### config.mk
export PLATFORM = sky130hd
export DESIGN_NAME = oled_spi_tx_flat
export DESIGN_NICKNAME = d
export VERILOG_FILES = /design/src/rtl/oled_spi_tx_pkg.sv /design/src/rtl/oled_spi_tx_if.sv /design/src/rtl/oled_spi_tx_fifo.sv /design/src/rtl/oled_spi_tx.sv /design/src/flat_wrapper.sv
export SDC_FILE = /design/constraint.sdc
export NUM_CORES = 1
export LEC_CHECK = 0
export ABC_AREA = 1
export ABC_CLOCK_PERIOD_IN_PS = 3210
export CAP_MARGIN = 20
export CELL_PAD_IN_SITES_DETAIL_PLACEMENT = 1
export CELL_PAD_IN_SITES_GLOBAL_PLACEMENT = 1
export CORE_UTILIZATION = 46
export CTS_CLUSTER_DIAMETER = 30
export DETAILED_ROUTE_END_ITERATION = 6
export PLACE_DENSITY_LB_ADDON = 0.1
export SLEW_MARGIN = 20
export SYNTH_ARGS = -nofsm -noshare
export SYNTH_HDL_FRONTEND = slang
export SYNTH_HIERARCHICAL = 1
export SYNTH_SLANG_ARGS = --single-unit
### constraint.sdc
create_clock -name clock -period 3.21 [get_ports clock]
set_input_delay 0.4815 -clock clock [delete_from_list [all_inputs] [get_ports clock]]
set_output_delay 0.4815 -clock clock [all_outputs]
set_load 0.02 [all_outputs]
### src/rtl/oled_spi_tx_pkg.sv
// Shared types and constants for the OLED SPI byte transmitter.
package oled_pkg;

   typedef enum logic [1:0] {
      IDLE,
      LOAD,
      SHIFT,
      GAP
   } spi_state_t;

   localparam int SPI_BITS = 8;

   localparam logic OLED_CMD  = 1'b0;
   localparam logic OLED_DATA = 1'b1;

   localparam int DEFAULT_CLK_DIV    = 5;
   localparam int DEFAULT_FIFO_DEPTH = 4;

   // One queued transfer: the D/C# level travels with its byte.
   typedef struct packed {
      logic                dc_n;
      logic [SPI_BITS-1:0] data;
   } fifo_entry_t;

endpackage

### src/rtl/oled_spi_tx_if.sv
// Producer-side byte handshake into the OLED SPI transmitter.
interface oled_spi_tx_if;
   import oled_pkg::*;

   logic [SPI_BITS-1:0] tx_data;
   logic                tx_dc_n;
   logic                tx_valid;
   logic                tx_ready;

   modport master (
      output tx_data,
      output tx_dc_n,
      output tx_valid,
      input  tx_ready
   );

   modport slave (
      input  tx_data,
      input  tx_dc_n,
      input  tx_valid,
      output tx_ready
   );

endinterface

### src/rtl/oled_spi_tx_fifo.sv
// Small synchronous FIFO holding {dc_n, data} entries ahead of the serializer.
module oled_byte_fifo
   import oled_pkg::*;
#(
   parameter int WIDTH = $bits(fifo_entry_t),
   parameter int DEPTH = DEFAULT_FIFO_DEPTH
) (
   input  logic                       clock,
   input  logic                       reset,
   input  logic                       push,
   input  logic                       pop,
   input  logic [WIDTH-1:0]           wdata,
   output logic [WIDTH-1:0]           rdata,
   output logic                       full,
   output logic                       empty,
   output logic [$clog2(DEPTH+1)-1:0] count
);

   localparam int AW = $clog2(DEPTH);
   localparam int CW = $clog2(DEPTH + 1);

   logic [WIDTH-1:0] mem [DEPTH];
   logic [AW-1:0]    wr_ptr;
   logic [AW-1:0]    rd_ptr;
   logic             do_push;
   logic             do_pop;

   // A full FIFO refuses the push even when a pop frees a slot this cycle.
   assign do_push = push && !full;
   assign do_pop  = pop && !empty;
   assign full    = (count == CW'(DEPTH));
   assign empty   = (count == '0);
   assign rdata   = mem[rd_ptr];

   always_ff @(posedge clock) begin
      if (reset) begin
         wr_ptr <= '0;
         rd_ptr <= '0;
         count  <= '0;
      end else begin
         if (do_push) begin
            wr_ptr <= wr_ptr + 1'b1;
         end
         if (do_pop) begin
            rd_ptr <= rd_ptr + 1'b1;
         end
         count <= count + CW'(do_push) - CW'(do_pop);
      end
   end

   always_ff @(posedge clock) begin
      if (do_push) begin
         mem[wr_ptr] <= wdata;
      end
   end

endmodule

### src/rtl/oled_spi_tx.sv
// SPI byte transmitter for the OLED panel: queues {dc_n, byte} entries and
// shifts each byte out MSB-first with SCLK idling high.
module oled_spi_tx
   import oled_pkg::*;
#(
   parameter int CLK_DIV    = DEFAULT_CLK_DIV,
   parameter int FIFO_DEPTH = DEFAULT_FIFO_DEPTH
) (
   input  logic         clock,
   input  logic         reset,
   oled_spi_tx_if.slave tx,
   output logic         busy,
   output logic         byte_done,
   output logic         oled_spi_clk,
   output logic         oled_spi_data,
   output logic         oled_dc_n
);

   localparam int HW = $clog2(CLK_DIV + 1);
   localparam int BW = $clog2(SPI_BITS);
   localparam int CW = $clog2(FIFO_DEPTH + 1);

   localparam logic [HW-1:0] HALF_LAST = HW'(CLK_DIV - 1);
   localparam logic [BW-1:0] LAST_BIT  = BW'(SPI_BITS - 1);
   localparam logic [CW-1:0] FULL_CNT  = CW'(FIFO_DEPTH);

   spi_state_t          state_q;
   spi_state_t          state_d;
   logic [HW-1:0]       hcnt_q;
   logic [HW-1:0]       hcnt_d;
   logic [BW-1:0]       bit_q;
   logic [BW-1:0]       bit_d;
   logic [SPI_BITS-1:0] shreg_q;
   logic [SPI_BITS-1:0] shreg_d;
   logic                sclk_d;
   logic                dcn_d;
   logic                done_d;
   logic                busy_d;
   logic                ready_d;

   fifo_entry_t   head;
   logic          fifo_full;
   logic          fifo_empty;
   logic [CW-1:0] fifo_count;
   logic [CW-1:0] count_next;
   logic          push_eff;
   logic          do_pop;

   assign push_eff = tx.tx_valid && tx.tx_ready && !fifo_full;

   oled_byte_fifo #(
      .WIDTH($bits(fifo_entry_t)),
      .DEPTH(FIFO_DEPTH)
   ) u_fifo (
      .clock(clock),
      .reset(reset),
      .push (push_eff),
      .pop  (do_pop),
      .wdata({tx.tx_dc_n, tx.tx_data}),
      .rdata(head),
      .full (fifo_full),
      .empty(fifo_empty),
      .count(fifo_count)
   );

   // Occupancy after this edge, so tx_ready and busy are exact when registered.
   assign count_next = fifo_count + CW'(push_eff) - CW'(do_pop);
   assign ready_d    = (count_next != FULL_CNT);
   assign busy_d     = (state_d != IDLE) || (count_next != '0);

   // The MSB of the shift register is the MOSI pin, so it is registered too.
   assign oled_spi_data = shreg_q[SPI_BITS-1];

   always_ff @(posedge clock) begin
      if (reset) begin
         state_q <= IDLE;
      end else begin
         state_q <= state_d;
      end
   end

   always_comb begin
      state_d = state_q;
      hcnt_d  = hcnt_q;
      bit_d   = bit_q;
      shreg_d = shreg_q;
      sclk_d  = oled_spi_clk;
      dcn_d   = oled_dc_n;
      done_d  = 1'b0;
      do_pop  = 1'b0;

      case (state_q)
         IDLE: begin
            sclk_d  = 1'b1;
            shreg_d = '0;
            hcnt_d  = '0;
            bit_d   = '0;
            if (!fifo_empty) begin
               state_d = LOAD;
               dcn_d   = head.dc_n;
            end
         end

         LOAD: begin
            do_pop  = 1'b1;
            shreg_d = head.data;
            sclk_d  = 1'b0;
            hcnt_d  = '0;
            bit_d   = '0;
            state_d = SHIFT;
         end

         SHIFT: begin
            if (hcnt_q != HALF_LAST) begin
               hcnt_d = hcnt_q + 1'b1;
            end else begin
               hcnt_d = '0;
               if (!oled_spi_clk) begin
                  sclk_d = 1'b1;
               end else if (bit_q == LAST_BIT) begin
                  done_d  = 1'b1;
                  state_d = GAP;
               end else begin
                  sclk_d  = 1'b0;
                  shreg_d = {shreg_q[SPI_BITS-2:0], 1'b0};
                  bit_d   = bit_q + 1'b1;
               end
            end
         end

         GAP: begin
            if (hcnt_q != HALF_LAST) begin
               hcnt_d = hcnt_q + 1'b1;
            end else begin
               hcnt_d = '0;
               if (!fifo_empty) begin
                  state_d = LOAD;
                  dcn_d   = head.dc_n;
               end else begin
                  state_d = IDLE;
                  shreg_d = '0;
               end
            end
         end

         default: begin
            state_d = IDLE;
         end
      endcase
   end

   always_ff @(posedge clock) begin
      if (reset) begin
         hcnt_q       <= '0;
         bit_q        <= '0;
         shreg_q      <= '0;
         oled_spi_clk <= 1'b1;
         oled_dc_n    <= OLED_CMD;
         byte_done    <= 1'b0;
         busy         <= 1'b0;
         tx.tx_ready  <= 1'b0;
      end else begin
         hcnt_q       <= hcnt_d;
         bit_q        <= bit_d;
         shreg_q      <= shreg_d;
         oled_spi_clk <= sclk_d;
         oled_dc_n    <= dcn_d;
         byte_done    <= done_d;
         busy         <= busy_d;
         tx.tx_ready  <= ready_d;
      end
   end

   // D/C# may only move while SCLK is high, between bytes.
   dc_stable_while_low: assert property (
      @(posedge clock) disable iff (reset) !oled_spi_clk |-> $stable(oled_dc_n));

   load_has_entry: assert property (
      @(posedge clock) disable iff (reset) (state_q == LOAD) |-> !fifo_empty);

   done_is_pulse: assert property (
      @(posedge clock) disable iff (reset) byte_done |=> !byte_done);

endmodule

### src/flat_wrapper.sv
// flat-port wrapper written by rule: the top's interface ports become plain ports
module oled_spi_tx_flat import oled_pkg::*;
#(
   parameter int CLK_DIV    = DEFAULT_CLK_DIV,
   parameter int FIFO_DEPTH = DEFAULT_FIFO_DEPTH
)
  (clock, reset, busy, byte_done, oled_spi_clk, oled_spi_data, oled_dc_n, tx_tx_data, tx_tx_dc_n, tx_tx_valid, tx_tx_ready);
  oled_spi_tx_if tx_i ();
  input  logic clock;
  input  logic reset;
  output logic busy;
  output logic byte_done;
  output logic oled_spi_clk;
  output logic oled_spi_data;
  output logic oled_dc_n;
  input wire logic [$bits(tx_i.tx_data)-1:0] tx_tx_data;
  input wire logic [$bits(tx_i.tx_dc_n)-1:0] tx_tx_dc_n;
  input wire logic [$bits(tx_i.tx_valid)-1:0] tx_tx_valid;
  output wire logic [$bits(tx_i.tx_ready)-1:0] tx_tx_ready;
  assign tx_i.tx_data = tx_tx_data;
  assign tx_i.tx_dc_n = tx_tx_dc_n;
  assign tx_i.tx_valid = tx_tx_valid;
  assign tx_tx_ready = tx_i.tx_ready;
  oled_spi_tx #(.CLK_DIV(CLK_DIV), .FIFO_DEPTH(FIFO_DEPTH)) u_core (.clock(clock), .reset(reset), .tx(tx_i), .busy(busy), .byte_done(byte_done), .oled_spi_clk(oled_spi_clk), .oled_spi_data(oled_spi_data), .oled_dc_n(oled_dc_n));
endmodule
=== Word level (Yosys, flattened, before mapping) ===
Memory sizes are Yosys's and may differ from the RTL's. A register that Yosys moved wholly into a read port is not among the register bits.
Cells that the tools add are included.
Widths: inputs -> output; s select.

* Bits in registers: 28
* Memory bits (writable): 36
* Output and inout bits: 6
* Memories kept: 1

{| class="wikitable"
|+ Memories
! memory !! depth !! bits a word !! rd ports !! clocked after Yosys merged registers in !! wr ports !! line !! source
|-
| u_core.u_fifo.mem || 4 || 9 || 1 || 1 || 1 || oled_spi_tx_fifo.sv:22 || <nowiki>logic [WIDTH-1:0] mem [DEPTH];</nowiki>
|}

* Add/sub/neg operators: 8
* Equality and inequality tests: 12
* Muxes and demuxes: 31
* Bitwise logic cells: 2
* Reductions and logical operators: 21

{| class="wikitable"
|+ Operators with widths
! kind !! count
|-
| $mux 8 || 5
|-
| $pmux 8 s4 || 1
|-
| $mux 2 || 7
|-
| $mux 3 || 4
|-
| $pmux 3 s2 || 2
|-
| $mux 1 || 9
|-
| $pmux 2 s4 || 1
|-
| $add 3x1->3 || 2
|-
| $add 3x1->3 const B || 2
|-
| $eq 3x3->1 const B || 2
|-
| $ne 2x2->1 const B || 3
|-
| $ne 3x3->1 const B || 2
|-
| $reduce_bool 2->1 || 3
|-
| $reduce_bool 3->1 || 2
|-
| $sub 3x1->3 || 2
|-
| $reduce_and 5->1 || 1
|-
| $add 2x1->2 const B || 2
|-
| $eq 2x2->1 const B || 2
|-
| $logic_and 1x1->1 || 4
|-
| $ne 2x1->1 const B || 2
|-
| $reduce_and 2->1 || 2
|-
| $reduce_and 4->1 || 1
|-
| $reduce_or 2->1 || 2
|-
| $reduce_or 4->1 || 1
|-
| 8 further kinds || 10
|}

=== Logic depth before layout (Yosys ltp) ===
Gate-level depths: netlist of run 1.

* Word-level depth: 7
* Mapped depth: 13
* Depth with buffers taken out: 13

=== Cells and area by module ===
Netlist of run 1, hierarchy kept.

{| class="wikitable"
|+ By module, submodules not included
! module !! instances !! cells each !! area each (sq um) !! seq. area each (sq um)
|-
| oled_byte_fifo || 1 || 155 || 1936.9 || 1261.2
|-
| oled_spi_tx || 1 || 176 || 1255.0 || 420.4
|}

=== Worst setup path before layout of run 1 ===
No wires, ideal clock.

* Path type: register -> register
* Start: register u_core.u_fifo.count[1]
* End: register u_core.busy
* Library setup time: 120 ps
* Arrival time: 2117 ps
* Required time: 3090 ps
* Slack: 973 ps
* Cell stages (with the launch flop): 14
* Path buffers: 0
* Cell sequence: dfxtp_1 -> nor2_4 -> nand2_2 -> inv_1 -> nor2_1 -> inv_1 -> ha_1 -> inv_1 -> ha_1 -> fa_1 -> nor2_1 -> nand3_1 -> nand2_1 -> nand3_1

* Longest elaborated chain between the ends: 7

{| class="wikitable"
|+ RTL lines
! element !! line !! source
|-
| start: declaration || oled_spi_tx_fifo.sv:16 || <nowiki>output logic [$clog2(DEPTH+1)-1:0] count</nowiki>
|-
| start signal: assignment || oled_spi_tx_fifo.sv:47 || <nowiki>count <= count + CW'(do_push) - CW'(do_pop);</nowiki>
|-
| $eq 3x3->1 || oled_spi_tx_fifo.sv:31 || <nowiki>assign full = (count == CW'(DEPTH));</nowiki>
|-
| named net u_core.fifo_full || oled_spi_tx.sv:42 || <nowiki>logic fifo_full;</nowiki>
|-
| $logic_not 1->1 || oled_spi_tx.sv:49 || <nowiki>assign push_eff = tx.tx_valid && tx.tx_ready && !fifo_full;</nowiki>
|-
| $logic_and 1x1->1 || oled_spi_tx.sv:49 ||
|-
| named net u_core.push_eff || oled_spi_tx.sv:46 || <nowiki>logic push_eff;</nowiki>
|-
| $add 3x1->3 || oled_spi_tx.sv:67 || <nowiki>assign count_next = fifo_count + CW'(push_eff) - CW'(do_pop);</nowiki>
|-
| $sub 3x1->3 || oled_spi_tx.sv:67 ||
|-
| $reduce_bool 3->1 || oled_spi_tx.sv:69 || <nowiki>assign busy_d = (state_d != IDLE) || (count_next != '0);</nowiki>
|-
| $logic_or 1x1->1 || oled_spi_tx.sv:69 ||
|-
| end signal: assignment || oled_spi_tx.sv:169 || <nowiki>busy <= busy_d;</nowiki>
|-
| end: declaration || oled_spi_tx.sv:12 || <nowiki>output logic busy,</nowiki>
|}

The timed path passes the listed nets, and every way through them passes these cells.
A chain may end at the register's enable or synchronous reset.

=== Worst setup path in the final report of run 1 ===
Same ends and word-level chain as after synthesis.

==> results of run 1 <==
-- Yosys cell counts --
cell type,number
nand2_1,55
inv_1,45
nor2_1,39
edfxtp_1,36
dfxtp_1,30
o21ai_0,29
a21oi_1,20
ha_1,17
nand3_1,10
nor2_2,9
o22ai_2,9
nand2_2,7
buf_6,4
nor2_4,3
buf_2,2
fa_1,2
o21ai_2,2
buf_12,1
clkbuf_4,1
inv_2,1
inv_8,1
nand2_4,1
nand3_4,1
nand3b_1,1
nand4_1,1
nor3_1,1
nor4_1,1
o21ai_4,1
xnor2_1,1
-- cell type report --
| cell class | count | area [µm²] | area share (%) |
|---|---|---|---|
| tap | 77 | 96.3 | 2.66 |
| clock inverter | 7 | 82.6 | 2.28 |
| multi-input combinational | 210 | 1240 | 34.4 |
| sequential | 66 | 1680 | 46.5 |
| timing repair buffer | 22 | 208 | 5.74 |
| clock buffer | 9 | 124 | 3.42 |
| inverter | 47 | 184 | 5.08 |
-- critical path, delay by kind of cell (launching register included) --
kind / cells / cell delay, ns
adders and majority gates: 3 / 0.89
and+or+nand+nor: 7 / 0.85
DFF: 1 / 0.43
buffers and inverters: 3 / 0.18
-- final timing paths --
kind                           from          endpoint  slack, ns
max reg2reg  u_core/u_fifo/count[1]       u_core/busy       0.75
min reg2reg        u_core/hcnt_q[0]  u_core/hcnt_q[0]       0.45
min                u_core/hcnt_q[0]  u_core/hcnt_q[0]       0.45
max          u_core/u_fifo/count[1]       u_core/busy       0.75
-- power by group through the flow --
stage,Combinational [W],Clock [W],Sequential [W]
detailed placement,0.000828,0,0.00113
CTS,0.000833,0.000755,0.00111
finish,0.000819,0.000737,0.00111
global placement,0.000793,0,0.00112
floorplan,0.000626,0,0.00112
global route,0.000946,0.000791,0.00113
-- state kept, by name, indices dropped and copies added, names as in the netlist, named ones only --
register              count
u_core/bit_q              3
u_core/busy               1
u_core/byte_done          1
u_core/hcnt_q             3
u_core/oled_dc_n          1
u_core/oled_spi_clk       1
u_core/shreg_q            8
u_core/state_q            2
u_core/tx.tx_ready        1
u_core/u_fifo/count       3
u_core/u_fifo/mem        36
u_core/u_fifo/rd_ptr      2
u_core/u_fifo/wr_ptr      2
-- metrics by stage --
| step | area, µm² | total power (W) | setup WS, ns | hold slack, ns | util, % |
|---|---|---|---|---|---|
| 2_1_floorplan | 3190 | 0.00174 | 0.973 | 0.417 | - |
| 3_3_place_gp | 3410 | 0.00192 | 0.464 | 0.433 | 52.3 |
| 3_5_place_dp | 3410 | 0.00196 | 0.399 | 0.440 | 52.3 |
| 4_1_cts | 3620 | 0.00270 | 0.726 | 0.456 | 55.4 |
| 5_1_grt | 3620 | 0.00286 | 0.479 | 0.491 | 55.4 |
| 6_report | 3620 | 0.00267 | 0.746 | 0.450 | 55.4 |
-- logic make-up after synthesis --
group	count (synthesis)	share of synthesized area (%)
flip-flops	66	52.7
AO/OA/AOI/OAI	61	12.3
AND/OR/NAND/NOR	129	18.5
adder cells (fa/ha/maj)	19	7.92
buffers and inverters	55	8.35
XOR/XNOR	1	0.274
-- metal layers --
layer / GRT usage, % / vias up
li1: - / 1130
met1: 24.4 / 1048
met2: 33.7 / 21
met3: 4.38 / 10
met4: 9.09 / 0
met5: 0 / -
==> metrics, run 1 <==
period utilisation layout 76.8%; via count 2209; Area Overhead vs Synth 13.4%; GRT overflow 0; DRT Pass-1 Iters 4; Worst Tran Pin Value about 0.8 ns; Synth Area per Inst between 9 and 10 µm²; CP Cell Sequence nor2_4, nand2_2, inv_1, nor2_1, inv_1, ha_1, inv_1, ha_1, fa_1, nor2_1, nand3_1, nand2_1, nand3_1; average wire per standard cell 14.4 µm; DR iter-0 viols 70; HP Class flop to flop; latest clock arrival within the worst-skew pair 0.35 ns; met3 WL 109 µm; unrepaired setup endpoints after global routing no; largest net degree at the start of global routing 20; CP max FO 6; Net Sw Frac around 36%; combinational power share between 30% and 40%; critical path class flop to flop; Fin. Hold Viols 0; global-route usage over all layers about a fifth; Int Pwr 0.00170 W; layout cells sized above 1 roughly 16%; Placed Cells incl. Taps roughly 420; row count 29; Bufs on Longest Clock Path 2; Initial Utilization just under 50%; cell mode on critical path inv_1; net switching power between 0.0009 and 0.001 W; # IOs 18; CP required between 3 and 4 ns; commonest non-fill, non-tap cell in the layout nand2_1; via/cell ratio a little over 5; syn nets between 300 and 400; Seq/Total Area, Yosys 52.7%; post-CTS setup buffers 0; routed length on met1 about 3000 µm; setup TNS 0 ns; CP startpoint kind flop; Synth area leaders edfxtp_1 (34%), dfxtp_1 (19%), ha_1 (6.7%), nand2_1 (6.5%), inv_1 (5.3%); count of cell types in the netlist 29; # diodes 0; Leak Pwr between 1 and 1.5 nW; clk_skew between 0.009 and 0.01 ns; register share of total power a little over two fifths; normalized max-slew margin between 40 and 50%; CP arrival 2.70 ns; post-route insts no fill 438; DR WL met2 ~3100 µm; CP max stage delay 0.43 ns; Sinks on Clock Net 66; PD cells about 740 mW/mm²; outcome finished clean; Die ar. ~0.0073 mm²; CP Capture Type flop; detailed placer's ending HPWL ~4500 µm; uppermost layer routed met4; Max Cap Viol 0; Tmin final around 2.5 ns; cell area after synthesis between 0.003 and 0.004 mm²; Core ar. 0.00653 mm²; Hold-fix buffers, CTS 0; CTS tree built; Port Buffers 17; global-route wire length before repair approximately 11000 µm; Post-CTS Resized 0; Peak Freq just over 400 MHz; final wirelength about 6300 µm; Synth area leader edfxtp_1; clock-pin slew on the worst setup and hold paths approximately 0.080 ns; H-Tree Depth 3; Max VDD drop about 0.38 mV; # setup viols final 0; DRC Markers 0; Layout fillers ~760; leading cell types in the layout, fill and taps excluded nand2_1 (55), inv_1 (45), nor2_1 (39), edfxtp_1 (36), dfxtp_1 (30); Synth Instances 331; CTS Buf Count 9; placer congestion estimate around 0.74; DIE WIDTH approximately 85 µm; initial antenna violation count 0; r2r worst-path depth 13; CP max stage cell dfxtp_1; final-stage net count 387; Root Buffer clkbuf_8; vias in the first global route roughly 2300; Clk pwr share 27.6%; hold depth 1; flops & latches, synth 66; synth warn 6; die height around 85 µm; Antenna Nets Post-Route 0; share of the synthesized area in the top cell type approximately 34%; Pins Over Slew Limit 0
Note: power is estimated with default switching activity, not from simulation.
==> inputs of run 2 (changes only) <==
--- a/config.mk
+++ b/config.mk
@@ -6,7 +6,7 @@
 export NUM_CORES = 1
 export LEC_CHECK = 0
 export ABC_AREA = 1
-export ABC_CLOCK_PERIOD_IN_PS = 3210
+export ABC_CLOCK_PERIOD_IN_PS = 2400
 export CAP_MARGIN = 20
 export CELL_PAD_IN_SITES_DETAIL_PLACEMENT = 1
 export CELL_PAD_IN_SITES_GLOBAL_PLACEMENT = 1
==> constraint.sdc (replaced) <==
create_clock -name clock -period 2.4 [get_ports clock]
set_input_delay 0.36 -clock clock [delete_from_list [all_inputs] [get_ports clock]]
set_output_delay 0.36 -clock clock [all_outputs]
set_load 0.02 [all_outputs]
==> metrics, run 2 (synthesized netlist as in run 1, its figures left out) <==
Core ar. approximately 0.0065 mm²; CTS Buf Count 9; global-route wire length before repair 10400 µm; Critical Path Start u_core/u_fifo/count[0]; via count between 2000 and 2500; clk_skew around 0.0076 ns; outcome finished clean; H-Tree Depth 3; Die ar. 0.00728 mm²; latest clock arrival within the worst-skew pair 0.34 ns; DRT Pass-1 Iters 4; Min Hold Slack ~0.45 ns; Storage cell area roughly 0.0017 mm²; leading cell types in the layout, fill and taps excluded nand2_1 (55), inv_1 (45), nor2_1 (39), edfxtp_1 (36), o21ai_0 (29); reg-to-reg endpoint u_core/busy; Max Cap Viol 0; Leak Pwr roughly 1.5 nW; row count 29; post-route cell area between 0.003 and 0.004 mm²; die height between 80 and 90 µm; CP required roughly 2.6 ns; placed cell areas about 0.0035 mm²; placer congestion estimate ~0.75; Worst Tran Pin Value approximately 0.59 ns; unrepaired setup endpoints after global routing no; Area Overhead vs Synth 15.0%; DIE WIDTH approximately 85 µm; Bufs on Longest Clock Path 2; Sinks on Clock Net 66; CP startpoint kind flop; Tmin final approximately 2.2 ns; # diodes 0; Worst R2R Setup Slack 0.17 ns; Top Registers u_core/u_fifo/mem x36, u_core/shreg_q x8; global-route usage over all layers 19.0%; Fin. Hold Viols 0; Layout fillers 751; final wirelength 6180 µm; average wire per standard cell roughly 14 µm; GRT overflow 0; commonest non-fill, non-tap cell in the layout nand2_1; area of the multi-input gates roughly 0.0012 mm²; CTS tree built; PD cells 994 mW/mm²; Hold-fix buffers, CTS 0; clock-pin slew on the worst setup and hold paths roughly 0.07 ns; Initial Utilization between 40% and 50%; Max VDD drop between 0.4 and 0.5 mV; vias in the first global route ~2200; final-stage net count between 300 and 400; normalized max-slew margin 60.9%; Pins Over Slew Limit 0; Root Buffer clkbuf_8; # setup viols final 0; CP arrival between 2 and 2.5 ns; worst r2r src u_core/u_fifo/count[0]; Peak Freq between 400 and 500 MHz; Worst Hold Launch u_core/hcnt_q[0]; period utilisation layout 92.8%; DRC Markers 0; DR iter-0 viols 38; Antenna Nets Post-Route 0; largest net degree at the start of global routing 19; HP Class flop to flop; layout cells sized above 1 17.0%; number of flip-flops in the largest register 36; Port Buffers 17; via/cell ratio 5.01; hold path endpoint u_core/hcnt_q[0]; Core Util, Final 56.2%; # IOs 18; hold depth 1; detailed placer's ending HPWL 4460 µm; CP max FO 6; CP Capture Type flop; initial antenna violation count 0; r2r worst-path depth 13; Reg with most FFs u_core/u_fifo/mem; critical path class flop to flop
-- run 2: through the flow --
stage	cells	power, W	TNS [ns]	worst slack, ns
after CTS	442	0.00370	0	0.0747
after global routing	442	0.00392	0	0.00603
final	442	0.00365	0	0.173
after floorplan	331	0.00233	0	0.163
after detailed placement	427	0.00266	-0.184	-0.107
after global placement	427	0.00261	-0.0209	-0.0209
-- run 2: cell type report --
| cell class | count | area share [%] |
|---|---|---|
| flip-flops and latches | 66 | 45.9 |
| multi-input cells | 210 | 33.9 |
| repair buffers | 27 | 6.68 |
| inverters | 47 | 5.01 |
| clock buffers | 9 | 3.37 |
| well taps | 77 | 2.62 |
| clock inverters | 6 | 2.49 |
-- run 2: worst max path at each step --
stage,end,slack [ns],cells past startpoint
after floorplan,u_core/busy,0.16,13
after global placement,u_core/busy,-0.02,12
after detailed placement,u_core/busy,-0.11,12
after CTS,u_core/busy,0.07,13
after global routing,u_core/busy,0.006,13
final,u_core/busy,0.17,13
-- run 2: what timing repair did --
item | CTS | global route
endpoints found under the setup margin | 0 | 3
gates resized for setup | 0 | 3
buffers inserted | 0 | 0
-- run 2: per-layer routing --
layer	GRT usage [%]	up-vias	part of all wire, %
met5	0	-	0
met4	9.55	0	2.1
met3	3.21	11	1.7
met2	32.5	20	48
met1	23.4	1039	48
li1	-	1143	-
-- run 2: power breakdown --
| part | internal, W | total [W] | switching [W] |
|---|---|---|---|
| logic | 0.000466 | 0.00115 | 0.000686 |
| registers | 0.00137 | 0.00148 | 0.000114 |
| clock network | 0.000584 | 0.00102 | 0.000435 |
-- run 2: critical path, cell delays in order, from the launching register on --
cell and delay (ns):
dfxtp_2 0.38, nor2_4 0.05, nand2_2 0.10, inv_1 0.05, nor2_1 0.13, inv_1 0.06
ha_1 0.29, inv_1 0.05, ha_1 0.19, fa_1 0.43, nor2_1 0.15, nand3_1 0.10
nand2_1 0.06, nand3_1 0.07
==> inputs of run 3 (changes only) <==
--- a/config.mk
+++ b/config.mk
@@ -5,12 +5,12 @@
 export SDC_FILE = /design/constraint.sdc
 export NUM_CORES = 1
 export LEC_CHECK = 0
-export ABC_AREA = 1
+export ABC_AREA = 0
 export ABC_CLOCK_PERIOD_IN_PS = 2400
 export CAP_MARGIN = 20
 export CELL_PAD_IN_SITES_DETAIL_PLACEMENT = 1
 export CELL_PAD_IN_SITES_GLOBAL_PLACEMENT = 1
-export CORE_UTILIZATION = 46
+export CORE_UTILIZATION = 48
 export CTS_CLUSTER_DIAMETER = 30
 export DETAILED_ROUTE_END_ITERATION = 6
 export PLACE_DENSITY_LB_ADDON = 0.1
==> metrics, run 3 <==
H-Tree Depth 3; # diodes 0; Core ar. 0.00599 mm²; initial antenna violation count 0; period utilisation layout 104%; placer congestion estimate around 0.71; Tmin final ~2.5 ns; Sinks on Clock Net 66; Top Registers u_core/u_fifo/mem x36, u_core/shreg_q x8; Antenna Nets Post-Route 0; CP max stage delay 0.35 ns; CP required between 2 and 3 ns; via count ~1900; leading cell types in the layout, fill and taps excluded edfxtp_1 (36), dfxtp_1 (26), buf_4 (21), clkdlybuf4s50_1 (16), inv_1 (14); global-route wire length before repair slightly below 10000 µm; # IOs 18; mux cell area share after synthesis approximately 8.8%; flops & latches, synth 66; final critical-path setup slack -0.0961 ns; DIE WIDTH 81.0 µm; number of flip-flops in the largest register 36; CTS Buf Count 9; critical path class flop to flop; average wire per standard cell about 17 µm; count leader, synth edfxtp_1; CP Cell Sequence nor3b_4, or2_4, ha_4, inv_2, ha_4, fa_2, xnor2_2, xnor2_2, o31a_1, or3_1; Post-Synth Adder-Cell Area 8.43%; syn nets between 200 and 300; DR iter-0 viols 54; CP max stage cell fa_2; Max VDD drop around 0.76 mV; Compound-Gate Fraction of Synth Area 9.14%; Fin. Hold Viols 0; Area Overhead vs Synth 24.1%; share of the synthesized area in the top cell type a little over a third; synth warn 6; Synth Area in XOR/XNOR 1.46%; Synth Instances about 230; Layout fillers between 500 and 600; Synth Area per Inst between 10 and 15 µm²; clock-pin slew on the worst setup and hold paths 0.08 ns; Hold-fix buffers, CTS 0; DRC Markers 0; layout cells sized above 1 between 20 and 30%; Port Buffers 17; Bufs on Longest Clock Path 2; final wirelength approximately 6200 µm; DRT Pass-1 Iters 4; number of flops mapped to enable cells by yosys 36; Storage cell area 0.00169 mm²; cell area after synthesis 0.00300 mm²; Core Util, Final 62.1%; count of cell types in the netlist 48; row count 28; placed cell areas between 0.003 and 0.004 mm²; simple-gate share of the synthesized area 11.6%; latest clock arrival within the worst-skew pair 0.34 ns; Worst Tran Pin Value between 0.4 and 0.5 ns; commonest non-fill, non-tap cell in the layout edfxtp_1; # setup viols final 1; PD cells ~1100 mW/mm²; Root Buffer clkbuf_8; Initial Utilization between 50% and 60%; Top FF cell, synth edfxtp_1; Min Hold Slack roughly 0.48 ns; Max Cap Viol 0; largest family of logic cells by synthesized area simple AND/OR/NAND/NOR gates; CP startpoint kind flop; Peak Freq between 400 and 500 MHz; largest net degree at the start of global routing 17; Synth area leaders edfxtp_1 (36%), dfxtp_1 (20%), ha_1 (7.1%), mux4_2 (6.8%), inv_1 (2.4%); Die ar. roughly 0.0066 mm²; CTS tree built; final-stage net count 304; Leak Pwr 1.38 nW; via/cell ratio ~5.4; normalized max-slew margin between 60% and 70%; CP max FO 2; CP Capture Type flop; detailed placer's ending HPWL about 4200 µm; area of the multi-input gates 0.00127 mm²; HP Class flop to flop; GRT overflow 0; global-route usage over all layers approximately a fifth; clk_skew around 0.007 ns; fraction of registers with async set/reset 0%; violated checks negative setup slack; top post-synthesis cells by count edfxtp_1 (36), dfxtp_1 (30), inv_1 (19); Reg with most FFs u_core/u_fifo/mem; unrepaired setup endpoints after global routing yes; Seq/Total Area, Yosys between 50% and 60%; die height about 81 µm; Synth area leader edfxtp_1; CP arrival around 2.7 ns; Pins Over Slew Limit 0; post-route cell area 0.00372 mm²; vias in the first global route between 1500 and 2000; outcome complete, but fails checks
## run 3: changes by cell type after synthesis, moves of 5 or more
cell	delta
nand2_2	-7
nor2_1	-28
a22o_1	+7
o22ai_2	-9
inv_1	-26
clkbuf_1	+6
o21ai_0	-27
mux2i_1	+6
nand2b_1	+11
nand2_1	-49
nor2_2	-8
and2_1	+5
a21oi_1	-8
mux4_2	+9
## run 3: final timing paths
kind / startpoint / endpoint / slack, ns / cells after the start
worst max-delay path: u_core/u_fifo/count[2] / u_core/busy / -0.1 / 10
worst min-delay path: u_core/hcnt_q[0] / u_core/hcnt_q[0] / 0.48 / 1
worst max register to register: u_core/u_fifo/count[2] / u_core/busy / -0.1 / 10
worst min register to register: u_core/hcnt_q[0] / u_core/hcnt_q[0] / 0.48 / 1
## run 3: cell families (layout without fill, tap and decap cells)
family,Yosys count,in the layout
DFF,66,66
and+or+nand+nor,61,61
AOI/OAI and AO/OA,35,35
buffers and inverters,31,77
adders and majority gates,19,19
muxes,15,15
xor gates and xnor gates,5,5
## run 3: critical path: cells and delay by family, from the launching register on
| family | cells | cell delay [ns] |
|---|---|---|
| AO/OA/AOI/OAI | 1 | 0.25 |
| XOR/XNOR | 2 | 0.29 |
| adder cells (fa/ha/maj) | 3 | 0.76 |
| buffers and inverters | 1 | 0.04 |
| flip-flops | 1 | 0.34 |
| AND/OR/NAND/NOR | 3 | 0.69 |
## run 3: stage by stage
stage | std cells | setup slack (ns) | total power (W) | TNS (ns)
floorplan | 232 | -0.0662 | 0.00230 | -0.0662
CTS | 350 | -0.101 | 0.00385 | -0.101
detailed placement | 332 | -0.516 | 0.00276 | -1.37
global placement | 332 | -0.461 | 0.00271 | -1.08
global route | 353 | -0.155 | 0.00412 | -0.244
finish | 353 | -0.0961 | 0.00391 | -0.0961
## run 3: timing repair
action	in CTS	in global routing
pin swaps	5	6
cloned	0	0
gates resized for setup	6	13
setup endpoints to repair	2	2
buffers inserted	2	3
## run 3: metal layers
layer	GRT usage (%)	share of wire, %
met1	24.9	45
met2	36.0	51
met3	6.18	3.1
met4	7.86	0.89
met5	0	0
## run 3: layout make-up
type	instances	share of cell area [%]
sequential	66	45.4
multi-input combinational	135	34.2
timing repair buffer	42	10.5
clock buffer	9	3.33
tap	75	2.52
clock inverter	7	2.05
inverter	19	2.05
## run 3: where the power goes
group          switching [W]  internal (W)
sequential         0.0000859       0.00134
combinational       0.000744      0.000792
clock               0.000465      0.000487
total                0.00129       0.00261
